### src/rtl/data_types_pkg.sv
// Shared micro-op types and the issue-queue entry layout used by the scheduler.
package data_types;

  localparam int ISSUE_PORTS  = 2;
  localparam int PORT_ALU     = 0;
  localparam int PORT_SH      = 1;
  localparam int IQ_TAG_MAX_W = 16;
  localparam int RANK_W       = 4;

  typedef enum logic [3:0] {
    ALU_ADD  = 4'd0,
    ALU_SUB  = 4'd1,
    ALU_AND  = 4'd2,
    ALU_OR   = 4'd3,
    ALU_XOR  = 4'd4,
    ALU_SLT  = 4'd5,
    ALU_SLTU = 4'd6,
    ALU_LUI  = 4'd7
  } alu_op_t;

  typedef enum logic [2:0] {
    SH_SLL  = 3'd0,
    SH_SRL  = 3'd1,
    SH_SRA  = 3'd2,
    SH_SLLI = 3'd3,
    SH_SRLI = 3'd4,
    SH_SRAI = 3'd5
  } shift_op_t;

  typedef enum logic [2:0] {
    GRP_ALU    = 3'd0,
    GRP_SHIFT  = 3'd1,
    GRP_MUL    = 3'd2,
    GRP_LSU    = 3'd3,
    GRP_BRANCH = 3'd4
  } functional_group_t;

  // Tags are held at the widest supported width; the scheduler zero-extends TAG_W tags.
  typedef struct packed {
    logic                    valid;
    functional_group_t       group;
    alu_op_t                 alu_op;
    shift_op_t               shift_op;
    logic [IQ_TAG_MAX_W-1:0] src1_tag;
    logic                    src1_rdy;
    logic [IQ_TAG_MAX_W-1:0] src2_tag;
    logic                    src2_rdy;
    logic [IQ_TAG_MAX_W-1:0] dst_tag;
    logic [RANK_W-1:0]       rank;
  } iq_entry_t;

endpackage

### src/rtl/issue_sched_age_select.sv
// Oldest-first picker: grants the eligible entry with the lowest rank (index breaks ties).
module age_select
  import data_types::*;
#(
  parameter int DEPTH = 4
) (
  input  logic [DEPTH-1:0]             elig,
  input  logic [DEPTH-1:0][RANK_W-1:0] rank,
  output logic [DEPTH-1:0]             grant,
  output logic                         valid
);

  always_comb begin
    grant = '0;
    for (int i = 0; i < DEPTH; i++) begin
      grant[i] = elig[i];
      for (int j = 0; j < DEPTH; j++) begin
        if (j != i && elig[j] &&
            ((rank[j] < rank[i]) || ((rank[j] == rank[i]) && (j < i))))
          grant[i] = 1'b0;
      end
    end
  end

  assign valid = |elig;

endmodule

### src/rtl/issue_sched.sv
// Age-ordered issue queue feeding ALU and shifter ports with result-bus wakeup.
// Optional ISSUE_SCHED_WB_BYPASS_EN lets a same-cycle broadcast make an entry eligible.
module issue_sched
  import data_types::*;
#(
  parameter int DEPTH = 4,
  parameter int TAG_W = 6
) (
  input  logic                       clk_i,
  input  logic                       rst_i,
  input  logic                       flush_i,
  input  logic                       enq_valid_i,
  output logic                       enq_ready_o,
  input  functional_group_t          enq_group_i,
  input  alu_op_t                    enq_alu_op_i,
  input  shift_op_t                  enq_shift_op_i,
  input  logic [TAG_W-1:0]           enq_src1_tag_i,
  input  logic [TAG_W-1:0]           enq_src2_tag_i,
  input  logic                       enq_src1_rdy_i,
  input  logic                       enq_src2_rdy_i,
  input  logic [TAG_W-1:0]           enq_dst_tag_i,
  input  logic                       wb_valid_i,
  input  logic [TAG_W-1:0]           wb_tag_i,
  output logic                       alu_valid_o,
  input  logic                       alu_ready_i,
  output alu_op_t                    alu_op_o,
  output logic [TAG_W-1:0]           alu_src1_tag_o,
  output logic [TAG_W-1:0]           alu_src2_tag_o,
  output logic [TAG_W-1:0]           alu_dst_tag_o,
  output logic                       sh_valid_o,
  input  logic                       sh_ready_i,
  output shift_op_t                  sh_op_o,
  output logic [TAG_W-1:0]           sh_src1_tag_o,
  output logic [TAG_W-1:0]           sh_src2_tag_o,
  output logic [TAG_W-1:0]           sh_dst_tag_o,
  output logic [$clog2(DEPTH+1)-1:0] count_o
);

  localparam int CNT_W = $clog2(DEPTH+1);
  localparam logic [CNT_W-1:0] DEPTH_C = CNT_W'(DEPTH);

  iq_entry_t                            q   [DEPTH];
  iq_entry_t                            q_n [DEPTH];
  logic [DEPTH-1:0][RANK_W-1:0]         rank_vec;
  logic [ISSUE_PORTS-1:0][DEPTH-1:0]    elig;
  logic [ISSUE_PORTS-1:0][DEPTH-1:0]    grant;
  logic [ISSUE_PORTS-1:0]               port_vld;
  logic [ISSUE_PORTS-1:0]               port_rdy;
  logic [ISSUE_PORTS-1:0]               fire;
  logic [DEPTH-1:0]                     issued;
  logic [CNT_W-1:0]                     count;
  logic [CNT_W-1:0]                     n_issued;
  logic                                 enq_fire;
  logic [IQ_TAG_MAX_W-1:0]              wb_tag_x;
  logic [IQ_TAG_MAX_W-1:0]              enq_src1_x;
  logic [IQ_TAG_MAX_W-1:0]              enq_src2_x;

  assign wb_tag_x   = IQ_TAG_MAX_W'(wb_tag_i);
  assign enq_src1_x = IQ_TAG_MAX_W'(enq_src1_tag_i);
  assign enq_src2_x = IQ_TAG_MAX_W'(enq_src2_tag_i);

  always_comb begin
    logic r1;
    logic r2;
    r1       = 1'b0;
    r2       = 1'b0;
    elig     = '0;
    rank_vec = '0;
    count    = '0;
    for (int i = 0; i < DEPTH; i++) begin
      r1 = q[i].src1_rdy;
      r2 = q[i].src2_rdy;
`ifdef ISSUE_SCHED_WB_BYPASS_EN
      r1 = r1 | (wb_valid_i && (q[i].src1_tag == wb_tag_x));
      r2 = r2 | (wb_valid_i && (q[i].src2_tag == wb_tag_x));
`endif
      elig[PORT_ALU][i] = q[i].valid && r1 && r2 && (q[i].group == GRP_ALU);
      elig[PORT_SH][i]  = q[i].valid && r1 && r2 && (q[i].group == GRP_SHIFT);
      rank_vec[i]       = q[i].rank;
      count             = count + CNT_W'(q[i].valid);
    end
  end

  for (genvar p = 0; p < ISSUE_PORTS; p++) begin : g_sel
    age_select #(.DEPTH(DEPTH)) u_sel (
      .elig  (elig[p]),
      .rank  (rank_vec),
      .grant (grant[p]),
      .valid (port_vld[p])
    );
  end

  assign port_rdy[PORT_ALU] = alu_ready_i;
  assign port_rdy[PORT_SH]  = sh_ready_i;
  assign fire        = port_vld & port_rdy & {ISSUE_PORTS{~flush_i}};
  assign alu_valid_o = port_vld[PORT_ALU];
  assign sh_valid_o  = port_vld[PORT_SH];
  assign count_o     = count;
  assign enq_ready_o = (count < DEPTH_C) &&
                       ((enq_group_i == GRP_ALU) || (enq_group_i == GRP_SHIFT));
  assign enq_fire    = enq_valid_i && enq_ready_o && !flush_i;

  always_comb begin
    issued   = '0;
    n_issued = '0;
    for (int p = 0; p < ISSUE_PORTS; p++)
      if (fire[p]) issued = issued | grant[p];
    for (int i = 0; i < DEPTH; i++)
      n_issued = n_issued + CNT_W'(issued[i]);
  end

  // Payload is a one-hot mux of the granted entry; zero when nothing is granted.
  always_comb begin
    alu_op_o       = alu_op_t'(4'd0);
    alu_src1_tag_o = '0;
    alu_src2_tag_o = '0;
    alu_dst_tag_o  = '0;
    sh_op_o        = shift_op_t'(3'd0);
    sh_src1_tag_o  = '0;
    sh_src2_tag_o  = '0;
    sh_dst_tag_o   = '0;
    for (int i = 0; i < DEPTH; i++) begin
      if (grant[PORT_ALU][i]) begin
        alu_op_o       = q[i].alu_op;
        alu_src1_tag_o = q[i].src1_tag[TAG_W-1:0];
        alu_src2_tag_o = q[i].src2_tag[TAG_W-1:0];
        alu_dst_tag_o  = q[i].dst_tag[TAG_W-1:0];
      end
      if (grant[PORT_SH][i]) begin
        sh_op_o       = q[i].shift_op;
        sh_src1_tag_o = q[i].src1_tag[TAG_W-1:0];
        sh_src2_tag_o = q[i].src2_tag[TAG_W-1:0];
        sh_dst_tag_o  = q[i].dst_tag[TAG_W-1:0];
      end
    end
  end

  always_comb begin
    logic [RANK_W-1:0] dec;
    logic              taken;
    dec   = '0;
    taken = 1'b0;
    q_n   = q;
    for (int i = 0; i < DEPTH; i++) begin
      if (q[i].valid) begin
        if (issued[i]) begin
          q_n[i].valid = 1'b0;
          q_n[i].rank  = '0;
        end else begin
          // Survivors move up by the number of issued entries older than them.
          dec = '0;
          for (int j = 0; j < DEPTH; j++)
            if (issued[j] && (q[j].rank < q[i].rank)) dec = dec + RANK_W'(1);
          q_n[i].rank = q[i].rank - dec;
          if (wb_valid_i && (q[i].src1_tag == wb_tag_x)) q_n[i].src1_rdy = 1'b1;
          if (wb_valid_i && (q[i].src2_tag == wb_tag_x)) q_n[i].src2_rdy = 1'b1;
        end
      end else if (!taken) begin
        taken = 1'b1;
        if (enq_fire) begin
          q_n[i].valid    = 1'b1;
          q_n[i].group    = enq_group_i;
          q_n[i].alu_op   = enq_alu_op_i;
          q_n[i].shift_op = enq_shift_op_i;
          q_n[i].src1_tag = enq_src1_x;
          q_n[i].src1_rdy = enq_src1_rdy_i || (wb_valid_i && (enq_src1_x == wb_tag_x));
          q_n[i].src2_tag = enq_src2_x;
          q_n[i].src2_rdy = enq_src2_rdy_i || (wb_valid_i && (enq_src2_x == wb_tag_x));
          q_n[i].dst_tag  = IQ_TAG_MAX_W'(enq_dst_tag_i);
          q_n[i].rank     = RANK_W'(count - n_issued);
        end
      end
    end
    if (flush_i) begin
      for (int i = 0; i < DEPTH; i++) begin
        q_n[i].valid = 1'b0;
        q_n[i].rank  = '0;
      end
    end
  end

  always_ff @(posedge clk_i or posedge rst_i) begin
    if (rst_i) begin
      for (int i = 0; i < DEPTH; i++) q[i] <= '0;
    end else begin
      for (int i = 0; i < DEPTH; i++) q[i] <= q_n[i];
    end
  end

endmodule

### config.mk
export PLATFORM = sky130hd
export DESIGN_NAME = issue_sched
export DESIGN_NICKNAME = d
export VERILOG_FILES = /design/src/rtl/data_types_pkg.sv /design/src/rtl/issue_sched_age_select.sv /design/src/rtl/issue_sched.sv
export SDC_FILE = /design/constraint.sdc
export NUM_CORES = 1
export LEC_CHECK = 0
export BUFFER_PORTS_ARGS = -buffer_cell sky130_fd_sc_hd__clkbuf_2
export CAP_MARGIN = 10
export CELL_PAD_IN_SITES_DETAIL_PLACEMENT = 0
export CELL_PAD_IN_SITES_GLOBAL_PLACEMENT = 1
export CORE_ASPECT_RATIO = 1.5
export CORE_MARGIN = 3
export CORE_UTILIZATION = 51
export CTS_CLUSTER_DIAMETER = 100
export DETAILED_ROUTE_END_ITERATION = 8
export GPL_ROUTABILITY_DRIVEN = 0
export PLACE_DENSITY = 0.91
export SKIP_CTS_REPAIR_TIMING = 1
export SYNTH_ARGS = -nofsm -noshare
export SYNTH_HDL_FRONTEND = slang
export SYNTH_SLANG_ARGS = --single-unit
### constraint.sdc
create_clock -name clk_i -period 12.4 [get_ports clk_i]
set_clock_uncertainty 0.05 [all_clocks]
set_input_delay 1.24 -clock clk_i [delete_from_list [all_inputs] [get_ports clk_i]]
set_output_delay 1.24 -clock clk_i [all_outputs]
set_load 0.1 [all_outputs]
==> results by group, run 1 <==
Critical path
  – Crit Reg-Reg Startpoint: q[133]
  – Worst-path cell chain: inv_1, ha_1, nor2b_1, o31ai_2, a21oi_1, or3_1, and2_1, a21oi_1, clkbuf_2
  – Critical Path Start: q[66]
  – Slowest CP cell: or3_1
  – Setup crit start kind: flip-flop
  – Cell mode on critical path: a21oi_1
  – CP arrival: about 4.4 ns
  – CP max FO: 23
  – CP Class: reg -> out
  – CP Data Required Time: about 11 ns
  – CP max stage delay: about 0.85 ns
  – Critical Path End Type: primary output

Yosys
  – Post-Synth Adder-Cell Area: 8.60%
  – XOR/XNOR share of the synthesized area: 6.87%
  – Top cells by count, synth: 140 x dfrtp_1, 113 x nand2_1, 78 x mux2_2
  – Largest cells by area after synthesis: dfrtp_1 38%, mux2_2 9.4%, ha_1 6.5%, nand2_1 4.6%, xnor2_1 3.5%
  – Post-synthesis compound-gate area fraction: about 17%
  – Seq/Total Area, Yosys: 37.6%
  – Synth area leader: dfrtp_1
  – Post-synthesis simple-gate area fraction: 15.5%
  – Area share of the leading cell type in the synthesized netlist: between 30% and 40%
  – Syn Nets: 1029
  – Number of synthesized register bits: 140
  – Mux contribution to synthesized area: a little over a tenth
  – Synth Cell Area: 0.00931 mm^2
  – Post-synth top flop: dfrtp_1
  – Number of distinct library cells after synthesis: 70
  – Avg Cell Area, Syn: 10.0 um^2
  – Most common cell in the netlist: dfrtp_1
  – YS warnings: 0
  – Number of synthesized flops with an enable pin: 0
  – Synth Instances: 928
  – Asr flop ratio synth: between 90% and 100%
  – Main combinational cell family by area after synthesis: compound AO/OA/AOI/OAI gates

Power and ir drop
  – Internal power: between 0.8 and 0.9 mW
  – Sequential share of power: 45.5%
  – Combinational Power Share: slightly above 10%
  – Static Leak: around 4.9 nW
  – Switching share of total power: 27.1%
  – Clk network pwr share: between 40% and 50%
  – Pwr dens: 110 mW/mm^2
  – Switching pwr: around 0.31 mW
  – VDD IR max: between 0.00008 and 0.00009 V

Clocking
  – CTS Buffer Depth: 2
  – H-tree levels: 4
  – Clk pin slew, worst setup/hold paths: ~0.060 ns
  – TritonCTS Sinks: 140
  – Clk_lat worst skew: ~0.44 ns
  – Root Driver: clkbuf_16
  – Cts bufs inserted: 17
  – CTS tree: yes

STA
  – Final-report hold violation count: 0
  – FMAX: 0.176 GHz
  – Worst slew pin tran: between 1 and 1.5 ns
  – Slew headroom: between 20% and 30%
  – Fin crit period: between 5 and 6 ns
  – Setup Viol. Count Final: 0
  – Final Max Tran Viols: 0
  – RSZ-0062 raised after global routing: no
  – Total negative slack: 0 ns
  – Final Cycle Share: about 46%

Drt
  – Starting DRT DRC Count: 572
  – Drc violations: 0
  – Avg WL per Cell: about 22 um
  – Post-DRT Antenna Nets: 0
  – Vias: between 7000 and 8000
  – Total Wirelength: 27200 um
  – Drt first pass iters: 5
  – DR vias/cell: about 6.3

Min path
  – Hold WC Path Type: reg -> reg
  – Worst Hold Launch: q[56]

GRT
  – Antenna violations before repair: 0
  – Pin count of the biggest net entering global routing: 78
  – Grt ovf: 0
  – Global-route wire length before repair: roughly 43000 um
  – Via count of the first global-routing pass: about 8200
  – Total Routing Usage GR: about 28%

Placed design
  – HPWL Detailed: about 19000 um
  – I/O Buffers: approximately 90

Die
  – Die span in y: between 150 and 200 um
  – Area of the die: 0.0199 mm^2
  – Core area: 0.0176 mm^2
  – Io pins: 92
  – Width of the chip: around 120 um
  – Initial Util: between 50% and 60%
  – Cell Rows: ~60

Layout
  – Layout cells sized above 1: between 20 and 25%
  – Core Util, Final: 59.7%
  – Biggest regs: q: 140 flops
  – Ant. Diodes: 0
  – Layout area overhead: 13.1%
  – Nets: between 1000 and 1500
  – Max FFs per register: 140
  – Most flop-heavy register: q

Status
  – Run status: finished, final reports clean

Run
  – Total of max-cap violations: 0
==> metal layers <==
layer,GRT usage (%),vias to the layer above,routed length (um)
li1,-,3521,-
met1,32.7,3871,10400
met2,49.8,277,14100
met3,4.51,81,1290
met4,15.5,0,1380
met5,0,-,0
==> final timing paths <==
check	depth (start not counted)	to	slack (ns)
worst min-delay path	2	q[56]	0.43
worst max-delay path	9	alu_src1_tag_o[2]	6.71
worst min register to register	2	q[56]	0.43
min in group asynchronous	2	q[55]	0.86
max in group asynchronous	3	q[20]	10.10
worst max register to register	17	q[67]	6.76
==> metrics by stage <==
| stage | total power [mW] | instance area (um^2) | worst slack [ns] | hold slack, ns | std cells |
|---|---|---|---|---|---|
| after floorplan | 0.610 | 9310 | 7.20 | 0.395 | 928 |
| after global placement | 0.644 | 9930 | 6.97 | 0.411 | 1195 |
| after detailed placement | 0.649 | 9930 | 6.80 | 0.417 | 1195 |
| after CTS | 1.16 | 10500 | 6.77 | 0.433 | 1227 |
| after global routing | 1.19 | 10500 | 6.36 | 0.466 | 1227 |
| final | 1.15 | 10500 | 6.71 | 0.430 | 1227 |
==> critical path, delay by kind of cell, from the launching register on <==
kind	cells	cell delay, ns
buffers and inverters	2	0.62
AND/OR/NAND/NOR	3	1.67
AO/OA/AOI/OAI	3	0.88
flip-flops	1	0.44
adder cells (fa/ha/maj)	1	0.34
==> power groups by stage <==
stage	sequential (mW)	combinational, mW	clock [mW]
final	0.525	0.117	0.513
after global routing	0.528	0.128	0.535
after CTS	0.524	0.118	0.516
after detailed placement	0.532	0.117	0
after global placement	0.530	0.114	0
after floorplan	0.523	0.0867	0
==> layout by cell type, fill, tap and decap left out, types with 13 or more instances in the layout <==
cell type and instances:
nor2_1 23, nand2_1 113, clkbuf_2 91, buf_4 14
a22oi_1 24, and2_1 14, nand2b_1 18, ha_1 48
a22o_1 14, o21ai_0 13, nand4_1 18, mux2_2 78
o21ai_1 17, a221o_1 14, a21oi_1 44, nor2b_1 19
o22ai_1 22, inv_1 33, dfrtp_1 140, clkbuf_16 17
xor2_1 36, xnor2_1 37
==> logic make-up after synthesis <==
kind of cell	after synthesis
and+or+nand+nor	271
AOI/OAI and AO/OA	210
DFF	140
muxes	91
buffers and inverters	85
xor gates and xnor gates	73
adders and majority gates	58
==> cell type report <==
class	count	area [um^2]
sequential	140	3500
timing repair buffer	105	561
tap	213	267
clock buffer	21	470
multi-input combinational	703	5470
inverter	34	133
fill	1543	7120
clock inverter	11	121
Note: power is estimated with default switching activity, not from simulation.
==> run 2: changes to the inputs <==
--- a/config.mk
+++ b/config.mk
@@ -11,11 +11,11 @@
 export CELL_PAD_IN_SITES_GLOBAL_PLACEMENT = 1
 export CORE_ASPECT_RATIO = 1.5
 export CORE_MARGIN = 3
-export CORE_UTILIZATION = 51
+export CORE_UTILIZATION = 47
 export CTS_CLUSTER_DIAMETER = 100
 export DETAILED_ROUTE_END_ITERATION = 8
 export GPL_ROUTABILITY_DRIVEN = 0
-export PLACE_DENSITY = 0.91
+export PLACE_DENSITY = 0.85
 export SKIP_CTS_REPAIR_TIMING = 1
 export SYNTH_ARGS = -nofsm -noshare
 export SYNTH_HDL_FRONTEND = slang
==> constraint.sdc (replaced) <==
create_clock -name clk_i -period 5.8 [get_ports clk_i]
set_clock_uncertainty 0.05 [all_clocks]
set_input_delay 0.58 -clock clk_i [delete_from_list [all_inputs] [get_ports clk_i]]
set_output_delay 0.58 -clock clk_i [all_outputs]
set_load 0.1 [all_outputs]
==> results by group, run 2 (synthesized netlist as in run 1, its figures left out) <==
Layout
  – Max FFs per register: between 100 and 150
  – Layout cells sized above 1: around a quarter
  – Design area: between 0.01 and 0.015 mm^2
  – Layout fillers: roughly 1800
  – Highest-count cells in the layout ignoring fill and taps: 140 x dfrtp_1, 113 x nand2_1, 91 x clkbuf_2, 78 x mux2_2, 48 x ha_1
  – Most flop-heavy register: q
  – Biggest regs: q: 140 flops
  – Nets: ~1100
  – Commonest non-fill, non-tap cell in the layout: dfrtp_1
  – Ant. Diodes: 0
  – Layout area overhead: 14.3%

GRT
  – Total Routing Usage GR: roughly a quarter
  – Grt ovf: 0
  – Antenna violations before repair: 0
  – Via count of the first global-routing pass: slightly above 8000
  – Global-route wire length before repair: about 44000 um
  – Pin count of the biggest net entering global routing: 88

Placed design
  – I/O Buffers: just over 90
  – HPWL Detailed: 19800 um
  – DP Area: around 0.01 mm^2

STA
  – Slew headroom: between 10% and 20%
  – RSZ-0062 raised after global routing: no
  – Worst slew pin tran: roughly 1.2 ns
  – Total negative slack: 0 ns
  – Final-report hold violation count: 0
  – Fin crit period: 5.27 ns
  – Final Max Tran Viols: 0
  – Final Cycle Share: 90.9%
  – FMAX: roughly 0.19 GHz
  – Setup Viol. Count Final: 0

Critical path
  – CP Class: reg -> reg
  – Reg2reg setup slack: roughly 0.53 ns
  – CP Data Required Time: 6.03 ns
  – Crit Reg-Reg Startpoint: q[66]
  – Reg2Reg Depth: 16
  – Critical Path End Type: flip-flop
  – Setup crit start kind: flip-flop
  – CP arrival: 5.51 ns
  – CP max FO: 6
  – Reg-to-reg endpoint: q[67]

Die
  – Width of the chip: roughly 120 um
  – Area of the die: 0.0216 mm^2
  – Cell Rows: 62
  – Initial Util: between 40% and 50%
  – Core area: 0.0193 mm^2
  – Io pins: 92
  – Die span in y: between 150 and 200 um

Drt
  – DR vias/cell: just over 6
  – Post-DRT Antenna Nets: 0
  – Starting DRT DRC Count: between 500 and 600
  – Drc violations: 0
  – Drt first pass iters: 5
  – Vias: between 7000 and 8000
  – Avg WL per Cell: approximately 22 um
  – Total Wirelength: approximately 28000 um

Clocking
  – Cts bufs inserted: 17
  – Clk_lat worst skew: about 0.43 ns
  – CTS Buffer Depth: 2
  – TritonCTS Sinks: 140
  – Clk pin slew, worst setup/hold paths: 0.07 ns
  – Root Driver: clkbuf_16
  – H-tree levels: 4
  – CTS tree: yes

Run
  – Total of max-cap violations: 0

Power and ir drop
  – Static Leak: ~4.9 nW
  – Pwr dens: approximately 230 mW/mm^2
  – Tot Pwr: 2.42 mW
  – VDD IR max: 0.000177 V

Status
  – Run status: finished, final reports clean

Min path
  – Hold WC Path Type: in -> async
run 2: changes by cell type in the layout (fill, tap and decap cells not counted), sizes merged:
cell / previous run / this run
clkinvlp: 1 / 3
buf: 14 / 22
clkbuf: 112 / 109
clkinv: 2 / 3
bufinv: 1 / 0
inv: 41 / 42
run 2: cell type report:
cell class              count  area (um^2)  area share, %
multi-input cells         703         5510           51.7
flip-flops and latches    140         3500           32.9
repair buffers            113          621           5.83
clock buffers              18          429           4.03
well taps                 256          320           3.01
clock inverters            14          133           1.25
inverters                  34          133           1.25
run 2: report_power, final:
part | total (mW) | leakage [nW] | internal, mW | switching (mW)
logic | 0.254 | 2.78 | 0.112 | 0.142
registers | 1.12 | 1.88 | 1.05 | 0.0687
clock network | 1.04 | 0.268 | 0.566 | 0.476
total | 2.42 | 4.93 | 1.73 | 0.687
run 2: critical path, cell delays in order, from the launching register on:
cell       delay (ns)
dfrtp_1          0.43
inv_1            0.10
ha_1             0.33
nor2b_1          0.15
o31ai_2          0.34
a21oi_1          0.22
nor4b_4          0.49
or2_1            0.32
fa_1             0.54
fa_1             0.41
inv_1            0.09
fa_1             0.47
fa_1             0.45
xor2_1           0.36
nor2_1           0.07
a211oi_1         0.21
a2111oi_0        0.09
run 2: worst max path at each step:
stage | start | end | slack [ns]
after floorplan | q[130] | q[67] | 1.04
after global placement | q[66] | q[67] | 0.69
after detailed placement | q[66] | q[67] | 0.50
after CTS | q[0] | q[67] | 0.49
after global routing | q[66] | q[67] | 0.11
final | q[66] | q[67] | 0.53
run 2: per-stage QoR:
stage	hold WS [ns]	instances	setup slack, ns	util, %
6_report	0.269	1278	0.528	55.1
4_1_cts	0.294	1278	0.485	55.0
5_1_grt	0.319	1278	0.111	55.1
3_5_place_dp	0.412	1246	0.496	52.1
3_3_place_gp	0.409	1246	0.690	52.1
2_1_floorplan	0.395	928	1.04	-
run 2: layer usage:
| metal | routed length (um) | part of all wire [%] | track usage [%] | up-vias |
|---|---|---|---|---|
| met3 | 1180 | 4.2 | 3.81 | 77 |
| met2 | 14900 | 53 | 48.0 | 288 |
| met4 | 1470 | 5.3 | 15.1 | 0 |
| met5 | 0 | 0 | 0 | - |
| li1 | - | - | - | 3543 |
| met1 | 10400 | 37 | 29.9 | 3910 |
